`config.mk`:
```
export PLATFORM = sky130hd
export DESIGN_NAME = axis_s_bram_pingpong
export DESIGN_NICKNAME = d
export VERILOG_FILES = /design/src/rtl/axis_bram_pkg.sv /design/src/rtl/bram_bank_tracker.sv /design/src/rtl/axis_s_bram_pingpong.sv
export SDC_FILE = /design/constraint.sdc
export NUM_CORES = 1
export LEC_CHECK = 0
export ABC_CLOCK_PERIOD_IN_PS = 3600
export CORE_MARGIN = 4
export CORE_UTILIZATION = 50
export CTS_CLUSTER_SIZE = 8
export DETAILED_ROUTE_END_ITERATION = 10
export PLACE_DENSITY = 0.85
export SYNTH_ARGS = -nofsm -noshare
export SYNTH_HDL_FRONTEND = slang
export SYNTH_HIERARCHICAL = 1
export SYNTH_SLANG_ARGS = --single-unit
```
`constraint.sdc`:
```
create_clock -name s00_axis_aclk -period 3.6 [get_ports s00_axis_aclk]
set_input_delay 0.36 -clock s00_axis_aclk [delete_from_list [all_inputs] [get_ports s00_axis_aclk]]
set_output_delay 0.36 -clock s00_axis_aclk [all_outputs]
set_load 0.05 [all_outputs]
```
`src/rtl/axis_bram_pkg.sv`:
```
// Shared types and helpers for the ping-pong AXI4-Stream to BRAM writer.
package axis_bram_pkg;

    // Writer FSM: wait for a free bank, fill it, or discard the rest of an oversized frame
    typedef enum logic [1:0] {
        SELECT = 2'd0,
        FILL   = 2'd1,
        DRAIN  = 2'd2
    } state_t;

    // Words per bank: the top address bit selects the bank
    function automatic int unsigned bank_depth(input int unsigned addr_width);
        return 32'd1 << (addr_width - 1);
    endfunction

endpackage

```
`src/rtl/bram_bank_tracker.sv`:
```
// Per-bank completion bookkeeping: ready flags, captured lengths, truncation flags
// and the sticky overflow indicator. A set always wins over a release of the same bank.
module bram_bank_tracker
    import axis_bram_pkg::*;
#(
    parameter int LEN_W = 13
) (
    input  logic             clk,
    input  logic             rst_n,
    input  logic             set_en,
    input  logic             set_bank,
    input  logic [LEN_W-1:0] set_len,
    input  logic             set_trunc,
    input  logic [1:0]       rel,
    output logic [1:0]       frame_ready,
    output logic [LEN_W-1:0] frame_len0,
    output logic [LEN_W-1:0] frame_len1,
    output logic [1:0]       frame_trunc,
    output logic             overflow
);

    logic [1:0] set_hit;

    assign set_hit = {set_en & set_bank, set_en & ~set_bank};

    // Mark banks complete on frame close; consumer releases only affect ready banks
    always_ff @(posedge clk or negedge rst_n) begin
        if (!rst_n) begin
            frame_ready <= '0;
            frame_trunc <= '0;
            frame_len0  <= '0;
            frame_len1  <= '0;
            overflow    <= 1'b0;
        end else begin
            for (int unsigned i = 0; i < 2; i++) begin
                if (set_hit[i]) begin
                    frame_ready[i] <= 1'b1;
                    frame_trunc[i] <= set_trunc;
                end else if (rel[i] && frame_ready[i]) begin
                    frame_ready[i] <= 1'b0;
                    frame_trunc[i] <= 1'b0;
                end
            end
            if (set_hit[0]) frame_len0 <= set_len;
            if (set_hit[1]) frame_len1 <= set_len;
            if (set_en && set_trunc) overflow <= 1'b1;
        end
    end

endmodule

```
`src/rtl/axis_s_bram_pingpong.sv`:
```
// AXI4-Stream slave writing tlast-delimited frames into a two-bank ping-pong BRAM.
// Holds the writer FSM, the bank offset counter and the registered BRAM write port.
module axis_s_bram_pingpong
    import axis_bram_pkg::*;
#(
    parameter int C_S00_AXIS_TDATA_WIDTH = 32,
    parameter int BRAM_DEPTH             = 13
) (
    input  logic                                s00_axis_aclk,
    input  logic                                s00_axis_aresetn,
    output logic                                s00_axis_tready,
    input  logic [C_S00_AXIS_TDATA_WIDTH-1:0]   s00_axis_tdata,
    input  logic [C_S00_AXIS_TDATA_WIDTH/8-1:0] s00_axis_tstrb,
    input  logic                                s00_axis_tlast,
    input  logic                                s00_axis_tvalid,
    input  logic                                bram_restart,
    input  logic [1:0]                          frame_release,
    output logic [1:0]                          frame_ready,
    output logic [BRAM_DEPTH-1:0]               frame_len0,
    output logic [BRAM_DEPTH-1:0]               frame_len1,
    output logic [1:0]                          frame_trunc,
    output logic                                overflow,
    output logic                                bram_clk,
    output logic                                bram_en,
    output logic [C_S00_AXIS_TDATA_WIDTH/8-1:0] bram_we,
    output logic [BRAM_DEPTH-1:0]               bram_addr,
    output logic [C_S00_AXIS_TDATA_WIDTH-1:0]   bram_wdata
);

    localparam int OW = BRAM_DEPTH - 1;
    localparam logic [OW-1:0] OFS_LAST = OW'(bank_depth(BRAM_DEPTH) - 1);

    state_t                state;
    logic                  bank;
    logic                  next_bank;
    logic [OW-1:0]         wofs;
    logic                  beat;
    logic                  write_beat;
    logic                  set_en;
    logic                  set_trunc;
    logic [BRAM_DEPTH-1:0] set_len;

    assign bram_clk        = s00_axis_aclk;
    assign s00_axis_tready = (state != SELECT);
    assign beat            = s00_axis_tvalid & s00_axis_tready;
    assign write_beat      = (state == FILL) && beat && !bram_restart;
    assign set_trunc       = ~s00_axis_tlast;
    // A closing beat at the last offset yields BANK_DEPTH whether or not it carries tlast
    assign set_len         = {1'b0, wofs} + {{OW{1'b0}}, 1'b1};

    // Close the bank on tlast or when its last word is written
    always_comb begin
        set_en = 1'b0;
        if (write_beat && (s00_axis_tlast || (wofs == OFS_LAST))) set_en = 1'b1;
    end

    // Writer FSM: pick a free bank, fill it, drain an oversized frame's tail
    always_ff @(posedge s00_axis_aclk or negedge s00_axis_aresetn) begin
        if (!s00_axis_aresetn) begin
            state     <= SELECT;
            bank      <= 1'b0;
            next_bank <= 1'b0;
            wofs      <= '0;
        end else begin
            case (state)
                SELECT: begin
                    if (!frame_ready[next_bank]) begin
                        state <= FILL;
                        bank  <= next_bank;
                        wofs  <= '0;
                    end
                end
                FILL: begin
                    if (bram_restart) begin
                        state <= SELECT;
                    end else if (beat) begin
                        wofs <= wofs + 1'b1;
                        if (s00_axis_tlast) begin
                            state     <= SELECT;
                            next_bank <= ~bank;
                        end else if (wofs == OFS_LAST) begin
                            // Bank is already closed, so flip now; a restart while draining keeps it
                            state     <= DRAIN;
                            next_bank <= ~bank;
                        end
                    end
                end
                DRAIN: begin
                    if (bram_restart || (beat && s00_axis_tlast)) state <= SELECT;
                end
                default: state <= SELECT;
            endcase
        end
    end

    // Registered BRAM write port: one write per accepted beat, one cycle later
    always_ff @(posedge s00_axis_aclk or negedge s00_axis_aresetn) begin
        if (!s00_axis_aresetn) begin
            bram_en    <= 1'b0;
            bram_we    <= '0;
            bram_addr  <= '0;
            bram_wdata <= '0;
        end else begin
            bram_en <= 1'b1;
            if (write_beat) begin
                bram_we    <= s00_axis_tstrb;
                bram_addr  <= {bank, wofs};
                bram_wdata <= s00_axis_tdata;
            end else begin
                bram_we <= '0;
            end
        end
    end

    bram_bank_tracker #(
        .LEN_W(BRAM_DEPTH)
    ) u_tracker (
        .clk         (s00_axis_aclk),
        .rst_n       (s00_axis_aresetn),
        .set_en      (set_en),
        .set_bank    (bank),
        .set_len     (set_len),
        .set_trunc   (set_trunc),
        .rel         (frame_release),
        .frame_ready (frame_ready),
        .frame_len0  (frame_len0),
        .frame_len1  (frame_len1),
        .frame_trunc (frame_trunc),
        .overflow    (overflow)
    );

endmodule

```
## Word-level counts from Yosys, hierarchy flattened

Index checks and enable logic that the tools add are counted.

- Register bits after elaboration: 97
- Input bits: 43
- Output and inout port bits: 83
- Word-level logic and storage cells: 77

- Add/sub/neg operators: 2
- $lt $le $gt $ge: 1
- Equal/unequal tests: 9
- Muxes and demuxes: 23
- Bitwise operators: 7
- Reductions and logical operators: 20

Operators by type and width:

| cell | number |
|---|---|
| 2-to-1 mux 12 bit | 3 |
| case mux 12 bit (2 select lines) | 1 |
| adder 12 x 1 -> 13 bit, second input constant | 1 |
| adder 12 x 1 -> 12 bit, second input constant | 1 |
| == test 12 bit, second input constant | 1 |
| 2-to-1 mux 2 bit | 6 |
| AND reduction 4 bit | 3 |
| 2-to-1 mux 1 bit | 11 |
| nonzero test 2 bit | 5 |
| inequality test 2 bit, second input constant | 4 |
| logical AND 1 bit | 7 |
| case mux 2 bit (3 select lines) | 1 |
| 2-to-1 mux 4 bit | 1 |
| inequality test 4 x 3 -> 1 bit, second input constant | 1 |
| inverter 1 bit | 4 |
| bitwise AND 1 bit | 3 |
| inequality test 3 bit, second input constant | 1 |
| == test 2 x 1 -> 1 bit, second input constant | 1 |
| == test 2 bit, second input constant | 1 |
| logical NOT 2 bit | 1 |
| logical OR 1 bit | 2 |
| < comparator 1 x 2 -> 1 bit, second input constant | 1 |
| AND reduction 2 bit | 1 |
| logical NOT 1 bit | 1 |

## Longest topological paths before layout

- Depth in word-level cells: 8
- Depth in mapped cells: 9
- Gate-level depth less buffers: 6

## Modules after synthesis

The synthesis kept the hierarchy.

Modules (own cells, without submodules):

| module | instances | cells an instance | area each (um^2) | seq. area each (um^2) |
|---|---|---|---|---|
| axis_s_bram_pingpong | 1 | 308 | 2841.5 | 1651.6 |
| bram_bank_tracker | 1 | 71 | 1213.7 | 775.7 |

==> metrics <==
Max FO, Critical Path 2; Netlist cell types 40; DP Cell Count between 500 and 600; clk slew on worst S/H paths 0.09 ns; DRC viols 0; Post-CTS Setup Bufs 0; Rows 32; Filler cells between 500 and 600; Mapped Nets 423; RSZ-0062 raised after global routing false; status complete, no violations; Synth warnings 6; layout cell share with drive strength beyond 1 11.7%; die width 98.1 um; clk_skew 0.00915 ns; # port buffers around 130; routability congestion estimate from global placement about 0.8; Slew Viols, Final 0; area growth from synthesis to layout 37.7%; max cap viols 0; Crit Path Class clock port to primary output; VDD IR max 0.674 mV; total number of vias 3,106; Power Total about 4300 uW; Finish-stage setup viols 0; most frequent cells in the layout 142 x nand2_1, 124 x clkdlybuf4s50_1, 97 x dfrtp_1; Starting Density 51.9%; leakage power 0.00267 uW; Synth Area per Inst 10.7 um2; Startpoint Class clock port; Critical Path Source s00_axis_aclk; worst-margin pin slew 0.964 ns; FF/Latch Area 0.00243 mm2; synthesized cell area between 0.004 and 0.005 mm2; cells on worst reg2reg path 6; initial antenna violation count 0; Post-Syn Instances 379; critical path endpoint bram_clk; largest net degree at the start of global routing 57; Die Height 98.1 um; Critical Path RT between 3 and 4 ns; ANT nets after route 0; Reg2Reg Setup Slack around 1.0 ns; Post-Layout Cell Count 607; gr usage total roughly 20%; Setup crit end kind primary output; GRT overflow 0; footprint of the multi-input gates 0.00145 mm2; routed vias/inst 5.12; DP Area 0.00531 mm2; # diodes 0; Hold WS 0.401 ns; core area 0.00781 mm2; 1st-iter DRT viols 100; post-synthesis sequential area ratio 59.9%; Final Hold Fails 0; WL per Instance 15.5 um; PD cells 778 mW/mm2; Slew HR 35.7%; first-pass GRT wire length ~15 mm; Pre-antenna DRT Iters 4; CP arrival 2.71 ns; reg-to-reg startpoint wofs[0]; CTS tree yes; #FFs+latches synth 97; setup_tns 0 ns; Die Footprint ~0.0096 mm2; Tightest Hold Check Type input pin to async pin; FF-to-FF End u_tracker/frame_len0[12]; commonest non-fill, non-tap cell in the layout nand2_1; # nets final approximately 550; final instance area between 0.005 and 0.006 mm2; number of global-route vias before repair 3,265; worst skew pair latency 0.47 ns; final WL 9.39 mm; I/O Pins 126; Post-DP HPWL slightly below 7 mm
==> critical path, cell delays in order <==
cell and delay [ns]:
clkbuf_8 0.11, clkbuf_8 0.12, clkdlybuf4s50_1 0.69
==> where the power goes <==
group	total [uW]	switching, uW	leakage [uW]	internal, uW
sequential	1520	167	0.00128	1350
clock	926	431	0.000130	495
combinational	1900	1280	0.00126	625
==> synthesized netlist by cell type <==
cell type / instances / area share, %
mux2_4: 9 / 3.3
o21ai_0: 20 / 2.5
xnor2_1: 8 / 1.7
a41oi_1: 1 / 0.22
a21boi_0: 2 / 0.37
nand2_2: 1 / 0.15
a21o_1: 2 / 0.37
nor3b_1: 1 / 0.19
nor2_1: 4 / 0.37
nand4_1: 2 / 0.31
o21ai_1: 1 / 0.12
ha_1: 1 / 0.31
dfrtp_1: 97 / 60
and4_1: 2 / 0.43
a21oi_1: 4 / 0.49
o31ai_1: 4 / 0.74
conb_1: 1 / 0.092
nand4bb_1: 1 / 0.28
mux2_2: 19 / 5.3
xor2_1: 2 / 0.43
clkbuf_1: 5 / 0.46
and2_1: 7 / 1.1
and4_4: 2 / 0.56
buf_2: 10 / 1.2
a22oi_1: 1 / 0.19
buf_12: 1 / 0.49
nand3_1: 4 / 0.49
buf_6: 5 / 1.4
a31oi_1: 2 / 0.31
mux2i_1: 2 / 0.49
a21oi_2: 1 / 0.22
and4_2: 1 / 0.25
and4bb_2: 1 / 0.31
nand2_1: 142 / 13
o21ba_1: 1 / 0.25
o22ai_1: 1 / 0.15
buf_4: 1 / 0.19
o21a_4: 1 / 0.37
nand2b_1: 1 / 0.15
inv_1: 8 / 0.74
==> area by class of cell <==
cell class              count  share of cell area (%)
flip-flops and latches     97                    43.5
inverters                   8                   0.538
clock inverters             5                    1.43
multi-input cells         252                    26.0
well taps                 102                    2.29
repair buffers            129                    22.9
clock buffers              14                    3.38
==> sequential cells by signal, indices dropped and copies added, names as in the netlist <==
signal                 cells
state                      2
u_tracker/frame_len0      13
bram_wdata                32
u_tracker/frame_len1      13
next_bank                  1
u_tracker/frame_ready      2
bank                       1
u_tracker/frame_trunc      2
wofs                      12
u_tracker/overflow         1
bram_addr                 13
bram_en                    1
bram_we                    4
==> stage by stage <==
stage          utilization (%)  setup slack, ns
3_3_place_gp              68.1            0.768
6_report                  71.5            0.526
2_1_floorplan                -             1.27
4_1_cts                   71.5            0.517
3_5_place_dp              68.1            0.768
5_1_grt                   71.5            0.501
==> cells by family after synthesis <==
kind of cell	count (synthesis)	synth area share (%)
AO/OA/AOI/OAI	41	6.26
XOR/XNOR	10	2.16
adder cells (fa/ha/maj)	1	0.308
buffers and inverters	30	4.50
flip-flops	97	59.9
multiplexers	30	9.10
other	1	0.0925
AND/OR/NAND/NOR	169	17.7
==> layer usage <==
| layer | share of wire (%) | global-route usage (%) | vias up |
|---|---|---|---|
| met5 | 0 | 0 | - |
| met4 | 2.3 | 7.45 | 0 |
| met3 | 6.9 | 6.71 | 18 |
| met2 | 49 | 34.1 | 107 |
| met1 | 41 | 23.1 | 1507 |
| li1 | - | - | 1474 |
==> worst min path at each step <==
stage | slack (ns) | start | to
3_5_place_dp | 0.36 | s00_axis_aresetn | u_tracker/frame_len1[9]
2_1_floorplan | 0.06 | s00_axis_aresetn | bank
5_1_grt | 0.40 | s00_axis_tdata[16] | bram_wdata[16]
4_1_cts | 0.40 | s00_axis_tdata[8] | bram_wdata[8]
6_report | 0.40 | s00_axis_aresetn | u_tracker/frame_len1[9]
3_3_place_gp | 0.36 | s00_axis_aresetn | u_tracker/frame_len0[9]
==> what timing repair did <==
item,in CTS,in global routing
endpoints found under the hold margin,37,0
hold buffers,1,0
endpoints found under the setup margin,0,0
resized for setup,0,0
Power figures use the tool's default switching activity.
